## src/rtl/event_encoder_4to2_pkg.sv

```systemverilog
// event_encoder_pkg: shared constants and types for the event encoder.
//   N_DEF / IDX_W_DEF : default number of sources and index width.
//   state_e           : output-stage state (EMPTY / FULL).
//   clog2()           : constant ceil(log2) helper for parameter checks.
// Optional feature macro used by the encoder: EVENT_ENCODER_ROUND_ROBIN_EN.
package event_encoder_pkg;

    localparam int N_DEF     = 4;
    localparam int IDX_W_DEF = 2;

    typedef enum logic {
        ST_EMPTY = 1'b0,
        ST_FULL  = 1'b1
    } state_e;

    function automatic int clog2(input int value);
        int result;
        result = 0;
        while ((1 << result) < value) begin
            result = result + 1;
        end
        return result;
    endfunction

endpackage

```

## src/rtl/event_encoder_4to2_if.sv

```systemverilog
// event_encoder_4to2_if: event input and encoded-index output bundle.
//   en, in            : capture enable and N event pulses (into the encoder).
//   out_valid/out_idx : presented event and its binary index.
//   out_ready         : consumer accepts the presented event.
//   busy, overflow    : status outputs.
// master = encoder side, slave = source/consumer side.
interface event_encoder_4to2_if #(
    parameter int N     = 4,
    parameter int IDX_W = 2
);
    logic             en;
    logic [N-1:0]     in;
    logic             out_valid;
    logic             out_ready;
    logic [IDX_W-1:0] out_idx;
    logic             busy;
    logic             overflow;

    modport master (
        input  en, in, out_ready,
        output out_valid, out_idx, busy, overflow
    );

    modport slave (
        output en, in, out_ready,
        input  out_valid, out_idx, busy, overflow
    );
endinterface

```

## src/rtl/event_encoder_4to2_prio_pick.sv

```systemverilog
// prio_pick: combinational priority picker with a rotating start point.
//   req  : request vector (N bits).
//   base : index where the search starts; wraps modulo N (tie to 0 for fixed).
//   found: at least one request set.
//   idx  : first set index at or after base (wrapping).
//   mask : one-hot of idx, all zero when nothing is found.
// N must be a power of two so that IDX_W-bit addition wraps modulo N.
module prio_pick #(
    parameter int N     = 4,
    parameter int IDX_W = 2
) (
    input  logic [N-1:0]     req,
    input  logic [IDX_W-1:0] base,
    output logic             found,
    output logic [IDX_W-1:0] idx,
    output logic [N-1:0]     mask
);

    always_comb begin
        logic [IDX_W-1:0] pos;
        found = 1'b0;
        idx   = '0;
        pos   = '0;
        for (int k = 0; k < N; k++) begin
            pos = base + k[IDX_W-1:0];
            if (!found && req[pos]) begin
                found = 1'b1;
                idx   = pos;
            end
        end
    end

    for (genvar gi = 0; gi < N; gi++) begin : g_mask
        assign mask[gi] = found && (idx == IDX_W'(gi));
    end

endmodule

```

## src/rtl/event_encoder_4to2.sv

```systemverilog
// event_encoder_4to2: collects event pulses from N sources into a pending
// register and emits them one per transfer as a binary index over a
// valid/ready handshake.
//   clk, rst : clock and synchronous active-high reset.
//   bus      : event_encoder_4to2_if.master (en, in, out_ready in;
//              out_valid, out_idx, busy, overflow out).
// Optional feature: define EVENT_ENCODER_ROUND_ROBIN_EN for rotating
// priority (search starts after the last pick); otherwise lowest index wins.
// IDX_W must equal clog2(N) and N must be a power of two.
module event_encoder_4to2
    import event_encoder_pkg::*;
#(
    parameter int N     = N_DEF,
    parameter int IDX_W = IDX_W_DEF
) (
    input  logic                 clk,
    input  logic                 rst,
    event_encoder_4to2_if.master bus
);

    state_e           state_q, state_d;
    logic [N-1:0]     pending_q, pending_d;
    logic [IDX_W-1:0] idx_q, idx_d;
    logic             overflow_q, overflow_d;

    logic             pick_found;
    logic [IDX_W-1:0] pick_idx;
    logic [N-1:0]     pick_mask_raw;
    logic [N-1:0]     pick_mask;
    logic [N-1:0]     in_gated;
    logic [N-1:0]     merge_hit;
    logic [IDX_W-1:0] pick_base;
    logic             load_slot;

    // The output slot can take a new pick when it is empty or when the
    // current event is being accepted this cycle.
    assign load_slot = (state_q == ST_EMPTY) || bus.out_ready;
    assign in_gated  = bus.en ? bus.in : '0;

`ifdef EVENT_ENCODER_ROUND_ROBIN_EN
    logic [IDX_W-1:0] ptr_q, ptr_d;

    assign pick_base = ptr_q;

    always_comb begin
        ptr_d = ptr_q;
        if (load_slot && pick_found) begin
            ptr_d = pick_idx + IDX_W'(1);
        end
    end

    always_ff @(posedge clk) begin
        if (rst) begin
            ptr_q <= '0;
        end else begin
            ptr_q <= ptr_d;
        end
    end
`else
    assign pick_base = '0;
`endif

    prio_pick #(
        .N     (N),
        .IDX_W (IDX_W)
    ) u_prio_pick (
        .req   (pending_q),
        .base  (pick_base),
        .found (pick_found),
        .idx   (pick_idx),
        .mask  (pick_mask_raw)
    );

    // A pick only takes effect when the slot can accept it.
    assign pick_mask = load_slot ? pick_mask_raw : '0;

    // An arriving event on a bit that stays pending is merged and flagged;
    // a bit being picked this cycle re-arms cleanly instead.
    for (genvar gi = 0; gi < N; gi++) begin : g_merge
        assign merge_hit[gi] = in_gated[gi] & pending_q[gi] & ~pick_mask[gi];
    end

    always_comb begin
        state_d    = state_q;
        idx_d      = idx_q;
        pending_d  = (pending_q & ~pick_mask) | in_gated;
        overflow_d = overflow_q | (|merge_hit);
        if (load_slot) begin
            if (pick_found) begin
                state_d = ST_FULL;
                idx_d   = pick_idx;
            end else begin
                state_d = ST_EMPTY;
            end
        end
    end

    always_ff @(posedge clk) begin
        if (rst) begin
            state_q    <= ST_EMPTY;
            pending_q  <= '0;
            idx_q      <= '0;
            overflow_q <= 1'b0;
        end else begin
            state_q    <= state_d;
            pending_q  <= pending_d;
            idx_q      <= idx_d;
            overflow_q <= overflow_d;
        end
    end

    assign bus.out_valid = (state_q == ST_FULL);
    assign bus.out_idx   = idx_q;
    assign bus.overflow  = overflow_q;
    assign bus.busy      = (|pending_q) || (state_q == ST_FULL);

endmodule

```

## src/flat_wrapper.sv

```systemverilog
// flat-port wrapper written by rule: the top's interface ports become plain ports
module event_encoder_4to2_flat import event_encoder_pkg::*;
#(
    parameter int N     = N_DEF,
    parameter int IDX_W = IDX_W_DEF
)
  (clk, rst, bus_en, bus_in, bus_out_ready, bus_out_valid, bus_out_idx, bus_busy, bus_overflow);
  event_encoder_4to2_if #(.N(N), .IDX_W(IDX_W)) bus_i ();
  input  logic clk;
  input  logic rst;
  input wire logic [$bits(bus_i.en)-1:0] bus_en;
  input wire logic [$bits(bus_i.in)-1:0] bus_in;
  input wire logic [$bits(bus_i.out_ready)-1:0] bus_out_ready;
  output wire logic [$bits(bus_i.out_valid)-1:0] bus_out_valid;
  output wire logic [$bits(bus_i.out_idx)-1:0] bus_out_idx;
  output wire logic [$bits(bus_i.busy)-1:0] bus_busy;
  output wire logic [$bits(bus_i.overflow)-1:0] bus_overflow;
  assign bus_i.en = bus_en;
  assign bus_i.in = bus_in;
  assign bus_i.out_ready = bus_out_ready;
  assign bus_out_valid = bus_i.out_valid;
  assign bus_out_idx = bus_i.out_idx;
  assign bus_busy = bus_i.busy;
  assign bus_overflow = bus_i.overflow;
  event_encoder_4to2 #(.N(N), .IDX_W(IDX_W)) u_core (.clk(clk), .rst(rst), .bus(bus_i));
endmodule
```

## config.mk

```make
export PLATFORM = sky130hd
export DESIGN_NAME = event_encoder_4to2_flat
export DESIGN_NICKNAME = d
export VERILOG_FILES = /design/src/rtl/event_encoder_4to2_pkg.sv /design/src/rtl/event_encoder_4to2_if.sv /design/src/rtl/event_encoder_4to2_prio_pick.sv /design/src/rtl/event_encoder_4to2.sv /design/src/flat_wrapper.sv
export SDC_FILE = /design/constraint.sdc
export NUM_CORES = 1
export LEC_CHECK = 0
export ABC_AREA = 0
export BUFFER_PORTS_ARGS = -buffer_cell sky130_fd_sc_hd__buf_2
export CAP_MARGIN = 10
export CORE_AREA = 2 2 39 41
export DETAILED_ROUTE_END_ITERATION = 6
export DIE_AREA = 0 0 41 43
export GPL_ROUTABILITY_DRIVEN = 0
export PLACE_DENSITY = 0.61
export SLEW_MARGIN = 20
export SYNTH_ARGS = -nofsm -noshare
export SYNTH_HDL_FRONTEND = slang
export SYNTH_SLANG_ARGS = --single-unit
```

## constraint.sdc

```tcl
create_clock -name clk -period 1.4 [get_ports clk]
set_clock_uncertainty 0.05 [all_clocks]
set_input_delay 0.21 -clock clk [delete_from_list [all_inputs] [get_ports clk]]
set_output_delay 0.21 -clock clk [all_outputs]
set_load 0.01 [all_outputs]
```

# Word level (Yosys, flattened, before mapping)
# Index checks and enable logic that the tools add are counted.
# Widths: inputs -> output; s select.
[totals]
ff_bits = 8
out_inout_bits = 5
[classes]
eq_ne = 3
muxes = 10
n_bitwise = 17
n_reduce_logical = 16
[ops]
columns = ["cell", "n"]
rows = [
  ["$and 1x1->1", 8],
  ["$mux 4", 2],
  ["$reduce_or 4->1", 2],
  ["$logic_and 1x1->1", 7],
  ["$mux 1", 6],
  ["$not 1->1", 5],
  ["$and 4x4->4", 1],
  ["$eq 2x2->1 const B", 2],
  ["$mux 2", 2],
  ["$not 4->4", 1],
  ["$or 4x4->4", 1],
  ["$logic_not 1->1", 3],
  ["$eq 2x1->1 const B", 1],
  ["$logic_not 2->1", 1],
  ["$logic_or 1x1->1", 2],
  ["$reduce_and 2->1", 1],
  ["$or 1x1->1", 1],
]

# Logic depth before layout (Yosys ltp)
[logic_depth]
depth_word = 17
ltp_mapped = 4

# Cells and area by module
# A second synthesis with hierarchy kept.
[hier_totals]
cells_unflattened = 75
hier_area_um2 = 573.0
[by_module_without_submodules]
columns = ["mod", "instances", "cells_per_inst", "area_per_inst_um2", "seq_area_each_um2"]
rows = [
  ["event_encoder_4to2", 1, 42, 361.6, 160.2],
  ["prio_pick", 1, 33, 211.5, 0.0],
]

# Worst setup path after synthesis
# No wires, ideal clock.
[synth_timing]
path_type = "flip-flop to output port"
startpoint = "register u_core.pending_q[1]"
endpoint = "output bus_busy"
arrival_time_ps = 1089
slack_ps = 51
stages_incl_launch_ff = 4
cell_sequence = "dfxtp_1 -> or2_1 -> buf_6 -> or4_4"
[synth_via]
elab_chain_cells = 2
[synth_lines]
columns = ["item", "line_no", "rtl"]
rows = [
  ["from (decl)", "event_encoder_4to2.sv:22", "logic [N-1:0] pending_q, pending_d;"],
  ["from (signal assigned)", "event_encoder_4to2.sv:106", "pending_q <= pending_d;"],
  ["$reduce_or 4->1", "event_encoder_4to2.sv:115", "assign bus.busy = (|pending_q) || (state_q == ST_FULL);"],
  ["$logic_or 1x1->1", "event_encoder_4to2.sv:115", ""],
  ["to (decl)", "flat_wrapper.sv:16", "output wire logic [$bits(bus_i.busy)-1:0] bus_busy;"],
]
# Every way passes these cells.

# Final worst setup path
[layout_timing]
startpoint = "register u_core.pending_q[0]"
endpoint = "output bus_busy"
# Same word-level chain as after synthesis.

==> impl_metrics.toml <==
[run_status]
outcome = "finished with violations"
violations = "setup timing"

[clocking]
cts_tree = "yes"
numCtsBuffers = 3
cts_hold_buf = 0
worst_skew_pair.late_latency_ns = 0.25
clock_path_buffers = 2
numClockSinks = 8
path_clk_slew_ns = 0.06
htree_levels = 1
cts.root.buffer_cell = "sky130_fd_sc_hd__clkbuf_4"

[floorplanning]
core.rowCount = 14
die_w_um = 41
design.die.area_um2 = 1760
die_h_um = 43
initial_core_util = 0.270
ios = 13
core_um2 = 1380

[logic_synthesis]
post_synth_mux_area_share = 0
synth_warnings = 0
synth.lib_cells_used.distinct = 23
syn_area_per_cell_um2 = 8.70
ys_ff_latch = 8
largest_family_of_logic_cells_by_synthesized_area = "compound AO/OA/AOI/OAI gates"
synth_sequential_area_ratio = 0.428
synth-adder-area-share = 0
syn_nets = 51
synth-simple-area-share = 0.164
post_synthesis_share_of_cell_area_spent_on_xor_and_xnor_gates = 0
gate_count_of_the_mapped_netlist = 43
synth-compound-area-share = 0.314
synthesis.area_um2 = 374

[drt]
route.detailed.drc = 0
drtIter0Drc = 6
detail-route-antenna-nets = 0
dr_total_vias = 377
drt-pass1-iter-count = 4
drt-wirelength-per-cell_um = 11.1
drt-total-wl_um = 847
avgViaCountPerCell = 4.96

[worst_hold_path]
hold_start = "bus_in[2]"
hold_depth = 3
hold_path.class = "in2reg"
worstHoldEndpoint = "u_core.pending_q[2]"

[timing]
worst-slew-pin-transition_ns = 0.220
grt_setup_unrepaired = "true"
report.final.hold_viol_count = 0
post-route-min-period_ns = 1.59
max-slew-margin-rel = 0.852
max_freq_mhz = 627
setup_viol_count_final = 1
timing.final.crit_share = 1.14
final_max_slew_viol_count = 0
final.setup.worst_slack_ns = -0.194
holdWs_ns = 0.161

[critical_path]
endpoint_kind = "primary output"
cp.arrival_ns = 1.33
timing.reg2reg.setup_slack_ns = 0.17
worstReg2RegStart = "u_core.pending_q[0]"
cell_depth_of_the_worst_flop_to_flop_path = 4
regToRegEndpoint = "u_core.bus.overflow"
critPathRequiredTime_ns = 1.14
slowest_stage = "sky130_fd_sc_hd__or4_4"
worstSetupStartpointType = "flop"
path_class = "reg2out"
peak_fanout_along_the_critical_path = 2
max_stage_delay_ns = 0.41
worstPathCellList = "or2_1 > or4_4 > buf_6"

[global_route]
grt_max_degree = 10
number_of_antenna_violations_at_the_first_check_in_global_routing = 0
grt_first_pass_wirelength_um = 1440
track_usage = 0.130
global_route_total_overflow = 0
first_global_vias = 320

[layout]
drive_gt1_frac = 0.367
num-fill-cells = 145
stdcell_count = 76
final_cell_area_um2 = 504
syn2layout_area_growth_pct = 34.8
design.final.nets = 70
antenna_diode_count = 0

[place]
placement.setup.worst_slack_ns = 0.0703
port_buffers = 12
placed_cells_incl_taps = 73
place_area_um2 = 475
detailed_place_hpwl_um = 661

[power]
total_power_mw = 0.535
power.density_nw_per_um2 = 1060
total_leakage_power_nw = 0.230
max-vdd-ir-drop_mv = 0.340

[flow_run]
cap_violations = 0
[registers in the layout (all words and copies together) (netlist names)]
register,count
u_core.bus.out_valid,1
u_core.pending_q,4
u_core.bus.out_idx,2
u_core.bus.overflow,1
[report_power, final]
group          internal, mW  total [mW]  switching [mW]
clock network        0.0981       0.176          0.0776
logic                0.0560       0.108          0.0521
registers             0.243       0.252         0.00822
total                 0.397       0.535           0.138
[routing by layer]
layer  vias up  track usage  share of wire
li1        196            -              -
met1       164        0.191           0.50
met2        15        0.134           0.40
met3         2       0.0628          0.091
met4         0        0.100         0.0083
met5         -            0              0
[stage by stage]
stage	utilization	TNS, ns
3_5_place_dp	0.344	0
5_1_grt	0.364	-0.256
3_3_place_gp	0.344	0
2_1_floorplan	-	0
6_report	0.364	-0.194
4_1_cts	0.364	-0.211
[placed cells by master, fill, tap and decap left out, types with 3 or more instances in the layout]
| master | instances |
|---|---|
| sky130_fd_sc_hd__nand2_1 | 3 |
| sky130_fd_sc_hd__inv_1 | 3 |
| sky130_fd_sc_hd__clkbuf_4 | 3 |
| sky130_fd_sc_hd__dfxtp_1 | 8 |
| sky130_fd_sc_hd__a21oi_1 | 3 |
| sky130_fd_sc_hd__buf_4 | 6 |
| sky130_fd_sc_hd__o21ai_0 | 3 |
| sky130_fd_sc_hd__buf_2 | 11 |
[critical path, delay by kind of cell (launching register included)]
family        cells  cell delay [ns]
simple gates      2             0.64
flops             1             0.30
buf+inv           1             0.13
[timing repair]
action                     CTS  global route
gates resized for setup      1             0
setup buffers                0             0
pin swaps                    1             0
setup endpoints to repair    1             1
[layout make-up]
type / count / area (um2) / area share
Timing Repair Buffer: 18 / 111 / 0.221
Clock buffer: 3 / 22.5 / 0.0447
Inverter: 3 / 11.3 / 0.0223
Tap cell: 16 / 20.0 / 0.0397
Sequential cell: 8 / 160 / 0.318
Multi-Input combinational cell: 28 / 179 / 0.355
[cell usage after synthesis (all sizes together)]
| cell | instances | area share |
|---|---|---|
| or4 | 1 | 0.030 |
| a22oi | 1 | 0.020 |
| dfxtp | 8 | 0.43 |
| a21oi | 3 | 0.040 |
| a21o | 1 | 0.020 |
| or2 | 1 | 0.017 |
| nand2b | 1 | 0.017 |
| o21ai | 4 | 0.053 |
| clkbuf | 1 | 0.010 |
| nand2 | 3 | 0.030 |
| buf | 3 | 0.053 |
| nor2b | 1 | 0.017 |
| nor2 | 2 | 0.020 |
| a41oi | 2 | 0.047 |
| and3 | 1 | 0.017 |
| o2111ai | 2 | 0.047 |
| a221oi | 2 | 0.047 |
| nor4 | 1 | 0.017 |
| o31ai | 2 | 0.040 |
| inv | 3 | 0.030 |
[how the worst max path moves through the flow]
stage / start / endpoint / slack, ns / cells after the start
final: u_core.pending_q[0] / bus_busy / -0.19 / 3
after global routing: u_core.pending_q[0] / bus_busy / -0.26 / 3
after CTS: u_core.pending_q[0] / bus_busy / -0.21 / 3
after detailed placement: u_core.pending_q[1] / bus_busy / 0.07 / 3
after global placement: u_core.pending_q[1] / bus_busy / 0.07 / 3
after floorplan: u_core.pending_q[1] / bus_busy / 0.05 / 3
[cell families (layout without fill, tap and decap cells)]
logic type,after synthesis,in the layout
compound gates,17,17
buf+inv,7,24
flops,8,8
simple gates,11,11
(Power assumes the default switching activity.)
